**config.mk**
```make
export PLATFORM = sky130hd
export DESIGN_NAME = mem_arbiter
export DESIGN_NICKNAME = d
export VERILOG_FILES = /design/src/rtl/forth_mem_pkg.sv /design/src/rtl/arb_rr2.sv /design/src/rtl/mem_arbiter.sv
export SDC_FILE = /design/constraint.sdc
export NUM_CORES = 1
export LEC_CHECK = 0
export ABC_AREA = 1
export CELL_PAD_IN_SITES_DETAIL_PLACEMENT = 1
export CELL_PAD_IN_SITES_GLOBAL_PLACEMENT = 2
export CORE_ASPECT_RATIO = 1.4
export CORE_MARGIN = 2
export CORE_UTILIZATION = 16
export DETAILED_ROUTE_END_ITERATION = 10
export PLACE_DENSITY = 0.93
export SLEW_MARGIN = 20
export SYNTH_ARGS = -nofsm -noshare
export SYNTH_HDL_FRONTEND = slang
export SYNTH_SLANG_ARGS = --single-unit
export TNS_END_PERCENT = 100
```
**constraint.sdc**
```tcl
create_clock -name Clk -period 2.4 [get_ports Clk]
set_clock_uncertainty 0.15 [all_clocks]
set_input_delay 0.24 -clock Clk [delete_from_list [all_inputs] [get_ports Clk]]
set_output_delay 0.24 -clock Clk [all_outputs]
set_load 0.01 [all_outputs]
```
**src/rtl/forth_mem_pkg.sv**
```systemverilog
// Shared defaults and port indices for the two-port memory arbiter.
package forth_mem_pkg;

   localparam int unsigned ADDR_W_DFLT   = 16;
   localparam int unsigned DATA_W_DFLT   = 16;
   localparam int unsigned LOCK_MAX_DFLT = 8;

   typedef enum logic {
      PORT_CPU = 1'b0,
      PORT_EXT = 1'b1
   } port_e;

endpackage

```
**src/rtl/arb_rr2.sv**
```systemverilog
// Two-way round-robin pick with last-winner register and an external
// priority override that favours port 1.
module arb_rr2
   import forth_mem_pkg::*;
(
   input  logic       clk,
   input  logic       rst_n,
   input  logic [1:0] req,
   input  logic       hold_ext,
   output logic [1:0] gnt_c
);

   port_e last_win;

   // Grant is combinational and forced low while reset is held.
   always_comb begin
      gnt_c = 2'b00;
      if (rst_n) begin
         case (req)
            2'b01:   gnt_c = 2'b01;
            2'b10:   gnt_c = 2'b10;
            2'b11:   gnt_c = (hold_ext || last_win == PORT_CPU) ? 2'b10 : 2'b01;
            default: gnt_c = 2'b00;
         endcase
      end
   end

   // Reset to PORT_EXT so the CPU wins the first contention.
   always_ff @(posedge clk) begin
      if (!rst_n) begin
         last_win <= PORT_EXT;
      end else if (gnt_c[0]) begin
         last_win <= PORT_CPU;
      end else if (gnt_c[1]) begin
         last_win <= PORT_EXT;
      end
   end

endmodule

```
**src/rtl/mem_arbiter.sv**
```systemverilog
// Two-port memory arbiter: CPU core (port 0) and loader/debug (port 1).
// Optional port-1 grant locking is enabled by defining MEM_ARB_LOCK_EN.
module mem_arbiter
   import forth_mem_pkg::*;
#(
   parameter int unsigned ADDR_W   = ADDR_W_DFLT,
   parameter int unsigned DATA_W   = DATA_W_DFLT,
   parameter int unsigned LOCK_MAX = LOCK_MAX_DFLT
) (
   input  logic              Clk,
   input  logic              Rst,
   input  logic              p0_req,
   input  logic              p0_we,
   input  logic [ADDR_W-1:0] p0_addr,
   input  logic [DATA_W-1:0] p0_wdata,
   output logic              p0_gnt,
   output logic              p0_stall,
   output logic              p0_rvalid,
   output logic [DATA_W-1:0] p0_rdata,
   input  logic              p1_req,
   input  logic              p1_we,
   input  logic [ADDR_W-1:0] p1_addr,
   input  logic [DATA_W-1:0] p1_wdata,
   input  logic              p1_lock,
   output logic              p1_gnt,
   output logic              p1_rvalid,
   output logic [DATA_W-1:0] p1_rdata,
   output logic [ADDR_W-1:0] MemAddr,
   output logic [DATA_W-1:0] WData,
   output logic              MemRead,
   output logic              MemWrite,
   input  logic [DATA_W-1:0] RData
);

   logic [1:0] gnt_c;
   logic       hold_c;

   arb_rr2 u_arb (
      .clk      (Clk),
      .rst_n    (Rst),
      .req      ({p1_req, p0_req}),
      .hold_ext (hold_c),
      .gnt_c    (gnt_c)
   );

`ifdef MEM_ARB_LOCK_EN
   localparam int unsigned CNT_W = $clog2(LOCK_MAX + 1);

   logic [CNT_W-1:0] lock_cnt;

   // Nonzero count means the latest grant was a locked port-1 beat.
   always_ff @(posedge Clk) begin
      if (!Rst) begin
         lock_cnt <= '0;
      end else if (gnt_c[1] && p1_lock) begin
         if (lock_cnt != CNT_W'(LOCK_MAX)) begin
            lock_cnt <= lock_cnt + CNT_W'(1);
         end
      end else if (gnt_c[0] || gnt_c[1] || !p1_req) begin
         lock_cnt <= '0;
      end
   end

   assign hold_c = (lock_cnt != '0) && (lock_cnt < CNT_W'(LOCK_MAX));
`else
   logic unused_lock;

   assign unused_lock = ^{p1_lock, 32'(LOCK_MAX)};
   assign hold_c      = 1'b0;
`endif

   assign p0_gnt   = gnt_c[0];
   assign p1_gnt   = gnt_c[1];
   assign p0_stall = p0_req & ~gnt_c[0];

   // Memory side follows the granted port; idle bus is driven to zero.
   always_comb begin
      MemAddr  = '0;
      WData    = '0;
      MemRead  = 1'b0;
      MemWrite = 1'b0;
      if (gnt_c[0]) begin
         MemAddr  = p0_addr;
         WData    = p0_wdata;
         MemRead  = ~p0_we;
         MemWrite = p0_we;
      end else if (gnt_c[1]) begin
         MemAddr  = p1_addr;
         WData    = p1_wdata;
         MemRead  = ~p1_we;
         MemWrite = p1_we;
      end
   end

   // Read responses: one-cycle rvalid pulse, rdata held between reads.
   always_ff @(posedge Clk) begin
      if (!Rst) begin
         p0_rvalid <= 1'b0;
         p1_rvalid <= 1'b0;
         p0_rdata  <= '0;
         p1_rdata  <= '0;
      end else begin
         p0_rvalid <= gnt_c[0] & ~p0_we;
         p1_rvalid <= gnt_c[1] & ~p1_we;
         if (gnt_c[0] && !p0_we) begin
            p0_rdata <= RData;
         end
         if (gnt_c[1] && !p1_we) begin
            p1_rdata <= RData;
         end
      end
   end

endmodule

```
### Yosys cells after proc, flatten, opt, wreduce, memory -nomap -nowiden

Cells that the tools add are included.

| cells by class | value |
|---|---|
| equality and inequality tests | 3 |
| muxes and demuxes | 13 |
| bitwise gates (word level) | 6 |
| reduce and logical (&&, ||, !) cells | 5 |

Operator list:

| kind | number |
|---|---|
| $mux 16 | 4 |
| $mux 1 | 6 |
| $pmux 2 s3 | 1 |
| $eq 2x2->1 const B | 2 |
| $mux 2 | 2 |
| $and 1x1->1 | 3 |
| $not 1->1 | 3 |
| $eq 2x1->1 const B | 1 |
| $logic_and 1x1->1 | 2 |
| $logic_not 1->1 | 2 |
| $reduce_bool 2->1 | 1 |

| word-level totals | value |
|---|---|
| bits in registers | 35 |
| input port bits | 87 |
| output and inout port bits | 71 |
| word-level logic and storage cells | 32 |

### Depth between registers and ports, before layout

Gate-level depths: netlist (run 1).

| depth | value |
|---|---|
| word-level depth | 5 |
| gate-level depth with buffers | 8 |

### Modules after synthesis

A second synthesis (run 1) with hierarchy kept.

| second synthesis, totals | value |
|---|---|
| cells, all modules | 329 |
| area total of the unflattened synthesis | 1,980.6 um2 |

Modules (own cells, without submodules):

| module | instances | cells an instance | area each (um2) | sequential area each (um2) |
|---|---|---|---|---|
| mem_arbiter | 1 | 314 | 1,904.3 | 680.7 |
| arb_rr2 | 1 | 15 | 76.3 | 20.0 |

### Least setup slack after synthesis (run 1)

OpenSTA, ideal clock, no wires.

| timing path | value |
|---|---|
| path type | input-to-output |
| start | in Rst |
| end | out p0_stall |
| arrival | 1.026 ns |
| data required time | 2.010 ns |
| slack | 0.984 ns |
| stages on the path | 7 |
| buffers on the path | 2 |
| path through | buf_4 nand2_2 clkinv_4 nand2_1 inv_2 buf_4 nor2_1 |

| between the ends | value |
|---|---|
| longest elaborated chain between the ends | 3 |

RTL lines:

| element | line | text |
|---|---|---|
| from (decl) | mem_arbiter.sv:11 | `input logic Rst,` |
| $mux 2 | arb_rr2.sv:18 | `if (rst_n) begin` |
| net p0_gnt | mem_arbiter.sv:16 | `output logic p0_gnt,` |
| $not 1->1 | mem_arbiter.sv:74 | `assign p0_stall = p0_req & ~gnt_c[0];` |
| $and 1x1->1 | mem_arbiter.sv:74 |  |
| to (decl) | mem_arbiter.sv:17 | `output logic p0_stall,` |

The timed path passes the listed nets, and every way through them passes these cells.

### Worst setup path in the final report (run 1)

| timing path | value |
|---|---|
| start | in p1_req |
| end | out MemAddr[14] |

| between the ends | value |
|---|---|
| longest elaborated chain between the ends | 5 |
| elaborated cells between the ends (all ways) | 7 |
| classes of those cells | 3 x eq/ne; 4 x mux |

RTL lines:

| element | line | text |
|---|---|---|
| from (decl) | mem_arbiter.sv:20 | `input logic p1_req,` |
| $eq 2x2->1 / $eq 2x1->1 (equally long branches) | arb_rr2.sv:19 | `case (req)` |
| $pmux 2 s3 (*) | arb_rr2.sv:19 |  |
| $mux 2 (*) | arb_rr2.sv:18 |  |
| $mux 16 | mem_arbiter.sv:87 | `end else if (gnt_c[1]) begin` |
| $mux 16 (*) | mem_arbiter.sv:82 | `if (gnt_c[0]) begin` |
| to (decl) | mem_arbiter.sv:28 | `output logic [ADDR_W-1:0] MemAddr,` |

Every way passes the cells marked *; elsewhere a longest branch is shown, timed or not.

==> metrics.md, run 1 <==
| Metric | Value |
|---|---|
| Final wirelength | `8.52 mm` |
| Core area | `0.0124 mm2` |
| Max stage delay on crit path | `540 ps` |
| Crit-path most repeated cell | `nand2_1` |
| Crit share post-route | `0.966` |
| Placed cell count | `660` |
| Synth area leader | `dfxtp_1` |
| Clock sink total | `35` |
| Drt first pass iters | `4` |
| Slowest library cell on the worst path | `clkdlybuf4s50_1` |
| Outcome | `complete, no violations` |
| Chip Height | `138 um` |
| Seq pwr share | `0.355` |
| Worst-margin pin slew | `332 ps` |
| Fmax achieved | `431 MHz` |
| DP HPWL | `6.71 mm` |
| Antenna cells | `0` |
| Share of the synthesized area in the top cell type | `0.342` |
| Syn Inst Count | `362` |
| Dominant cells by area after synthesis | `dfxtp_1 34%, nand2_1 30%, inv_1 13%` |
| Via count | `2689` |
| Fin. Hold Viols | `0` |
| Worst Path Required | `2010 ps` |
| I/O pins | `158` |
| Post-Syn Area | `0.00205 mm2` |
| Setup CP Type | `primary input to primary output` |
| Clock Latency Late Sink | `270 ps` |
| Kind of end point of the critical path | `primary output` |
| Final Setup Violations | `0` |
| First-pass GRT wire length | `13.2 mm` |
| Switch share | `0.269` |
| Die area | `0.0137 mm2` |
| Post-synth cell types | `16` |
| Sequential share of the synthesized area | `0.342` |
| GPL Wtd Cong | `0.757` |
| Final net count | `605` |
| WL per Instance | `12.7 um` |
| Tmin final | `2320 ps` |
| Max-cap violation count | `0` |
| IO Port Bufs | `156` |
| #FFs+latches synth | `35` |
| DR iter-0 viols | `72` |
| Largest net degree at the start of global routing | `35` |
| Hold slack | `174 ps` |
| Mapped Nets | `449` |
| CTS tree | `done` |
| Share of cells above drive strength 1 | `0.0501` |
| Site Rows | `48` |
| WP buf/inv | `5` |
| Synth warnings | `0` |
| Die Width | `99.6 um` |
| Clock network power share | `0.354` |
| Arrival time at the worst endpoint | `1930 ps` |
| DRT antenna net count | `0` |
| Pwr Density | `441 mW/mm2` |
| Peak VDD IR | `0.388 mV` |
| Vias in the first global route | `2768` |
| Area grow syn2layout | `94.8%` |
| DRC | `0` |
| Initial antenna violation count | `1` |
| CP Cell Sequence | `clkdlybuf4s50_1, nand2_1, inv_2, nand2_1, inv_2, buf_12, nand2_1, nand2_1, clkdlybuf4s50_1` |
| Starting Density | `0.165` |
| CP max FO | `33` |
| Hold Crit Class | `primary input to register` |
| Total CTS buffers | `5` |
| Rel. slew slack | `0.779` |
| Crit path max-delay family | `buffers and inverters` |
| Combinational Power Share | `0.291` |
| GRT overflow | `0` |
| Final std cells w/o fill | `669` |
| CP Launch Type | `primary input` |
| Total track usage | `0.120` |
| Max Root-Sink Buffers | `2` |
| Pre-CTS setup slack | `24.4 ps` |
| Sw Pwr | `473 uW` |
| Internal | `1280 uW` |
| Root Buffer | `clkbuf_16` |
| Finished Core Util | `0.321` |
| Vias per cell | `4.02` |
| Reg clk slew, reported paths | `50 ps` |
| Avg Cell Area, Syn | `5.65 um2` |
| Hold buffer count at cts | `0` |
| Fin worst setup slack | `81.4 ps` |
| CTS H-tree depth | `2` |
| Slew Viols, Final | `0` |
| Leakage | `0.00212 uW` |
-- cells by family after synthesis --
| logic type | Yosys count | share of synthesized area |
|---|---|---|
| AOI/OAI and AO/OA | 2 | 0.00673 |
| and+or+nand+nor | 234 | 0.465 |
| DFF | 35 | 0.342 |
| buffers and inverters | 91 | 0.186 |
-- synth_stat cells, drive strengths merged --
cell and count:
buf 13, clkbuf 4, clkinv 2, dfxtp 35, inv 72, nand2 167, nand3 2, nand4 16
nor2 49, o211ai 1, o22ai 1
-- per-stage QoR --
step | power, uW | setup TNS (ps) | cell area (um2)
after floorplan | 822 | 0 | 2050
after detailed placement | 1150 | 0 | 3790
after CTS | 1790 | 0 | 3930
final | 1760 | 0 | 3990
after global placement | 1140 | 0 | 3790
after global routing | 1860 | -9.99 | 3990
-- path summary, 6_finish.rpt --
path | start | endpoint | slack [ps] | depth (start not counted)
min reg2reg | p0_rdata[15] | p0_rdata[15] | 360 | 4
min | p0_req | u_arb.last_win | 170 | 2
max reg2reg | u_arb.last_win | p1_rdata[0] | 980 | 7
max | p1_req | MemAddr[14] | 80 | 9
-- cells in the final DEF, fill, tap and decap left out, drive strengths merged --
| cell | count |
|---|---|
| nand2 | 167 |
| nand3 | 2 |
| inv | 72 |
| nand4 | 16 |
| nor2 | 49 |
| clkbuf | 6 |
| dlymetal6s2s | 13 |
| clkdlybuf4s50 | 143 |
| dfxtp | 35 |
| buf | 9 |
| o22ai | 1 |
| clkinv | 5 |
| o211ai | 1 |
-- worst register-to-register path: stages, from the launching register on --
cell,delay (ps)
dfxtp_1,320
nand2_1,70
buf_4,150
nand3_4,70
buf_4,310
nand2_1,120
nand2_1,80
nor2_1,40
-- registers in the layout, indices dropped and copies added, names as in the netlist --
name	flops
p0_rdata	16
p0_rvalid	1
p1_rdata	16
p1_rvalid	1
u_arb.last_win	1
-- layout make-up --
cell class                      instances  area (um2)
Clock buffer                            5         125
Clock inverter                          3        15.0
Fill cell                            1564        8440
Inverter                               74         283
Multi-Input combinational cell        236         965
Sequential cell                        35         701
Tap cell                              150         188
Timing Repair Buffer                  166        1710
-- power groups by stage --
stage	registers [uW]	logic, uW	clock network, uW
after floorplan	649	174	0
after global placement	636	503	0
after detailed placement	637	514	0
after CTS	625	518	645
after global routing	628	562	672
final	624	511	622
-- metal layers --
layer  global-route usage  vias up  wire, um
li1                     -     1352         -
met1                0.128     1224      3340
met2                0.226      100      4340
met3               0.0355       13       650
met4               0.0403        0       198
met5                    0        -         0
-- repair_timing --
| action | CTS | global route |
|---|---|---|
| resized for setup | 0 | 13 |
| endpoints found under the setup margin | 0 | 32 |
| setup buffers | 0 | 0 |
Note: power is estimated with default switching activity, not from simulation.
==> run 2, diff against run 1 <==
--- a/config.mk
+++ b/config.mk
@@ -13,6 +13,7 @@
 export CORE_UTILIZATION = 16
 export DETAILED_ROUTE_END_ITERATION = 10
 export PLACE_DENSITY = 0.93
+export SKIP_CTS_REPAIR_TIMING = 1
 export SLEW_MARGIN = 20
 export SYNTH_ARGS = -nofsm -noshare
 export SYNTH_HDL_FRONTEND = slang
==> results of run 2 <==
Final layout, timing and power as in run 1 (identical DEF).
==> run 3, diff against run 2 <==
--- a/config.mk
+++ b/config.mk
@@ -10,9 +10,10 @@
 export CELL_PAD_IN_SITES_GLOBAL_PLACEMENT = 2
 export CORE_ASPECT_RATIO = 1.4
 export CORE_MARGIN = 2
-export CORE_UTILIZATION = 16
+export CORE_UTILIZATION = 15
 export DETAILED_ROUTE_END_ITERATION = 10
-export PLACE_DENSITY = 0.93
+export GPL_TIMING_DRIVEN = 0
+export PLACE_DENSITY = 0.89
 export SKIP_CTS_REPAIR_TIMING = 1
 export SLEW_MARGIN = 20
 export SYNTH_ARGS = -nofsm -noshare
==> constraint.sdc (replaced) <==
create_clock -name Clk -period 2.2 [get_ports Clk]
set_clock_uncertainty 0.15 [all_clocks]
set_input_delay 0.22 -clock Clk [delete_from_list [all_inputs] [get_ports Clk]]
set_output_delay 0.22 -clock Clk [all_outputs]
set_load 0.01 [all_outputs]
==> run 3 against run 2 <==
Final area grew 3.8%. Sequential cell count did not move. Critical path depth fell by 1. Global-route usage decreased by 0.067 points. Worst hold slack got worse by 96 ps. Setup slack improved by 26 ps. Non-clock buffer count increased by 11. Routed wire length is 7.9% higher. Register-to-register slack lost 160 ps. Clock-buffer cell count is the same. Die area increased by 6.4%. Critical path type is now register to primary output. Critical endpoint is now MemAddr[15]. Largest power group is now the clock network.
==> metrics.md, run 3 (synthesis gave the netlist of run 1 again) <==
| Metric | Value |
|---|---|
| Outcome | `complete, no violations` |
| M1 wire length | `3.26 mm (-2.5%)` |
| I/O pins | `158 (unchanged)` |
| DP Area | `0.00383 mm2 (+0.96%)` |
| Max-cap violation count | `0 (unchanged)` |
| Setup CP Type | `register to primary output` |
| Wire length on met3 | `744 um (+14%)` |
| WL per Instance | `12.9 um (+1.4%)` |
| Top Registers | `p0_rdata (16), p1_rdata (16)` |
| CTS tree | `done` |
| Clock Latency Late Sink | `280 ps (about the same)` |
| Area grow syn2layout | `102%` |
| CP Cell Sequence | `inv_1, nand2_4, nand2_1, inv_4, buf_4, nand2_1, nand2_1, clkdlybuf4s50_1` |
| Die area | `0.0146 mm2 (+6.4%)` |
| GRT overflow | `0 (unchanged)` |
| Pwr Density | `468 mW/mm2 (+6.1%)` |
| Kind of end point of the critical path | `primary output` |
| Met2 WL | `4.99 mm (+15%)` |
| Clock sink total | `35 (unchanged)` |
| Final cell area excluding filler cells | `0.00414 mm2 (+3.8%)` |
| Arrival time at the worst endpoint | `1720 ps (-210 ps)` |
| CP max FO | `5 (-85%)` |
| DP HPWL | `7.47 mm (+11%)` |
| Total CTS buffers | `5 (unchanged)` |
| FF-to-FF End | `p0_rdata[14]` |
| Share of cells above drive strength 1 | `0.0698 (+0.0197)` |
| Worst Path Required | `1830 ps (-180 ps)` |
| Hold Crit Class | `primary input to register` |
| CTS H-tree depth | `2 (unchanged)` |
| Peak VDD IR | `0.330 mV (-15%)` |
| Slowest library cell on the worst path | `clkdlybuf4s50_1` |
| IO Port Bufs | `155 (-0.64%)` |
| Crit share post-route | `0.951` |
| Fmax achieved | `478 MHz` |
| DRT antenna net count | `0 (unchanged)` |
| Total track usage | `0.120 (-0.000671)` |
| Worst hold path cell count | `3 (+1)` |
| Hold_sp | `Rst` |
| WHS Endpoint | `p1_rdata[8]` |
| Final net count | `616 (+1.8%)` |
| Crit-path most repeated cell | `nand2_1` |
| Via count | `2734 (+1.7%)` |
| Reg clk slew, reported paths | `50 ps (about the same)` |
| Chip Height | `142 um (+3.2%)` |
| Tmin final | `2090 ps` |
| Leakage | `0.00248 uW (+17%)` |
| Root Buffer | `clkbuf_16` |
| Most frequent cells in the layout | `164 x nand2_1, 120 x clkdlybuf4s50_1, 69 x inv_1` |
| DRC | `0 (unchanged)` |
| Antenna cells | `0 (unchanged)` |
| Site Rows | `50 (+4.2%)` |
| Rel. slew slack | `0.658 (-0.120)` |
| DR iter-0 viols | `72 (unchanged)` |
| Worst-margin pin slew | `512 ps (+180 ps)` |
| Die Width | `103 um (+3.1%)` |
| Reg2reg setup slack | `820 ps (-160 ps)` |
| Largest net degree at the start of global routing | `13 (-63%)` |
| Drt first pass iters | `4 (unchanged)` |
| Max Root-Sink Buffers | `2 (unchanged)` |
| Slew Viols, Final | `0 (unchanged)` |
| Origin of the critical flop-to-flop path | `u_arb.last_win` |
| WP buf/inv | `4 (-1)` |
| Vias per cell | `3.84 (-4.5%)` |
| Most common cell after layout, fill and taps aside | `nand2_1` |
| Fin. Hold Viols | `0 (unchanged)` |
| Total Power | `1930 uW (+10%)` |
| Final wirelength | `9.20 mm (+7.9%)` |
| Reg2Reg Depth | `7 (unchanged)` |
| CP Launch Type | `register` |
| Max stage delay on crit path | `530 ps (about the same)` |
| Final Setup Violations | `0 (unchanged)` |
| GPL Wtd Cong | `0.727 (-4.1%)` |
| First-pass GRT wire length | `13.8 mm (+3.9%)` |
| Crit path max-delay family | `buffers and inverters` |
| Core area | `0.0133 mm2 (+7.2%)` |
| Initial antenna violation count | `0 (-1)` |
| Starting Density | `0.154 (-0.0110)` |
| Vias in the first global route | `2869 (+3.6%)` |
| Highest metal used | `met4` |
==> run 3: cell types whose count changed in the layout (fill, tap and decap cells not counted), sizes merged <==
cell / delta
dlymetal6s2s: +22
clkbuf: +3
clkinvlp: +3
clkdlybuf4s50: -23
buf: +9
clkinv: -3
==> run 3: per-stage QoR <==
step | instances | util | hold WS (ps) | setup slack, ps | TNS (ps)
2_1_floorplan | 362 | - | 199 | 821 | 0
3_3_place_gp | 699 | 0.287 | 352 | -279 | -7640
3_5_place_dp | 699 | 0.287 | 360 | -350 | -9930
6_report | 712 | 0.311 | 77.7 | 107 | 0
4_1_cts | 707 | 0.298 | 74.1 | -359 | -10320
5_1_grt | 712 | 0.311 | 80.3 | -13.3 | -13.3
==> run 3: how the worst max path moves through the flow <==
stage                        to            from  slack, ps  cells after the start
finish              MemAddr[15]  u_arb.last_win        110                      8
global placement     MemAddr[3]          p0_req       -280                      9
floorplan             WData[10]  u_arb.last_win        820                      7
CTS                 MemAddr[11]          p0_req       -360                      9
detailed placement  MemAddr[11]          p0_req       -350                      9
global route        MemAddr[15]  u_arb.last_win        -10                      8
==> run 3: cell type report <==
| type | count | area [um2] |
|---|---|---|
| flip-flops and latches | 35 | 701 |
| multi-input cells | 236 | 972 |
| well taps | 182 | 228 |
| fillers | 1688 | 9190 |
| clock buffers | 5 | 125 |
| inverters | 74 | 292 |
| clock inverters | 3 | 20.0 |
| plain buffers | 17 | 124 |
| repair buffers | 160 | 1680 |
==> run 3: tightest hold or removal path, delay by kind of cell <==
| family | cells | cell delay [ps] |
|---|---|---|
| buffers and inverters | 1 | 140 |
| AND/OR/NAND/NOR | 2 | 90 |
==> run 3: report_power, final <==
part / leakage, uW / internal, uW / switching [uW]
clock: 0.0000658 / 417 / 276
combinational: 0.00213 / 318 / 243
sequential: 0.000286 / 665 / 16.1
total: 0.00248 / 1400 / 535
==> run 3: layer usage <==
layer	GRT usage	up-vias
li1	-	1376
met2	0.238	104
met5	0	-
met4	0.0409	0
met1	0.114	1236
met3	0.0329	18
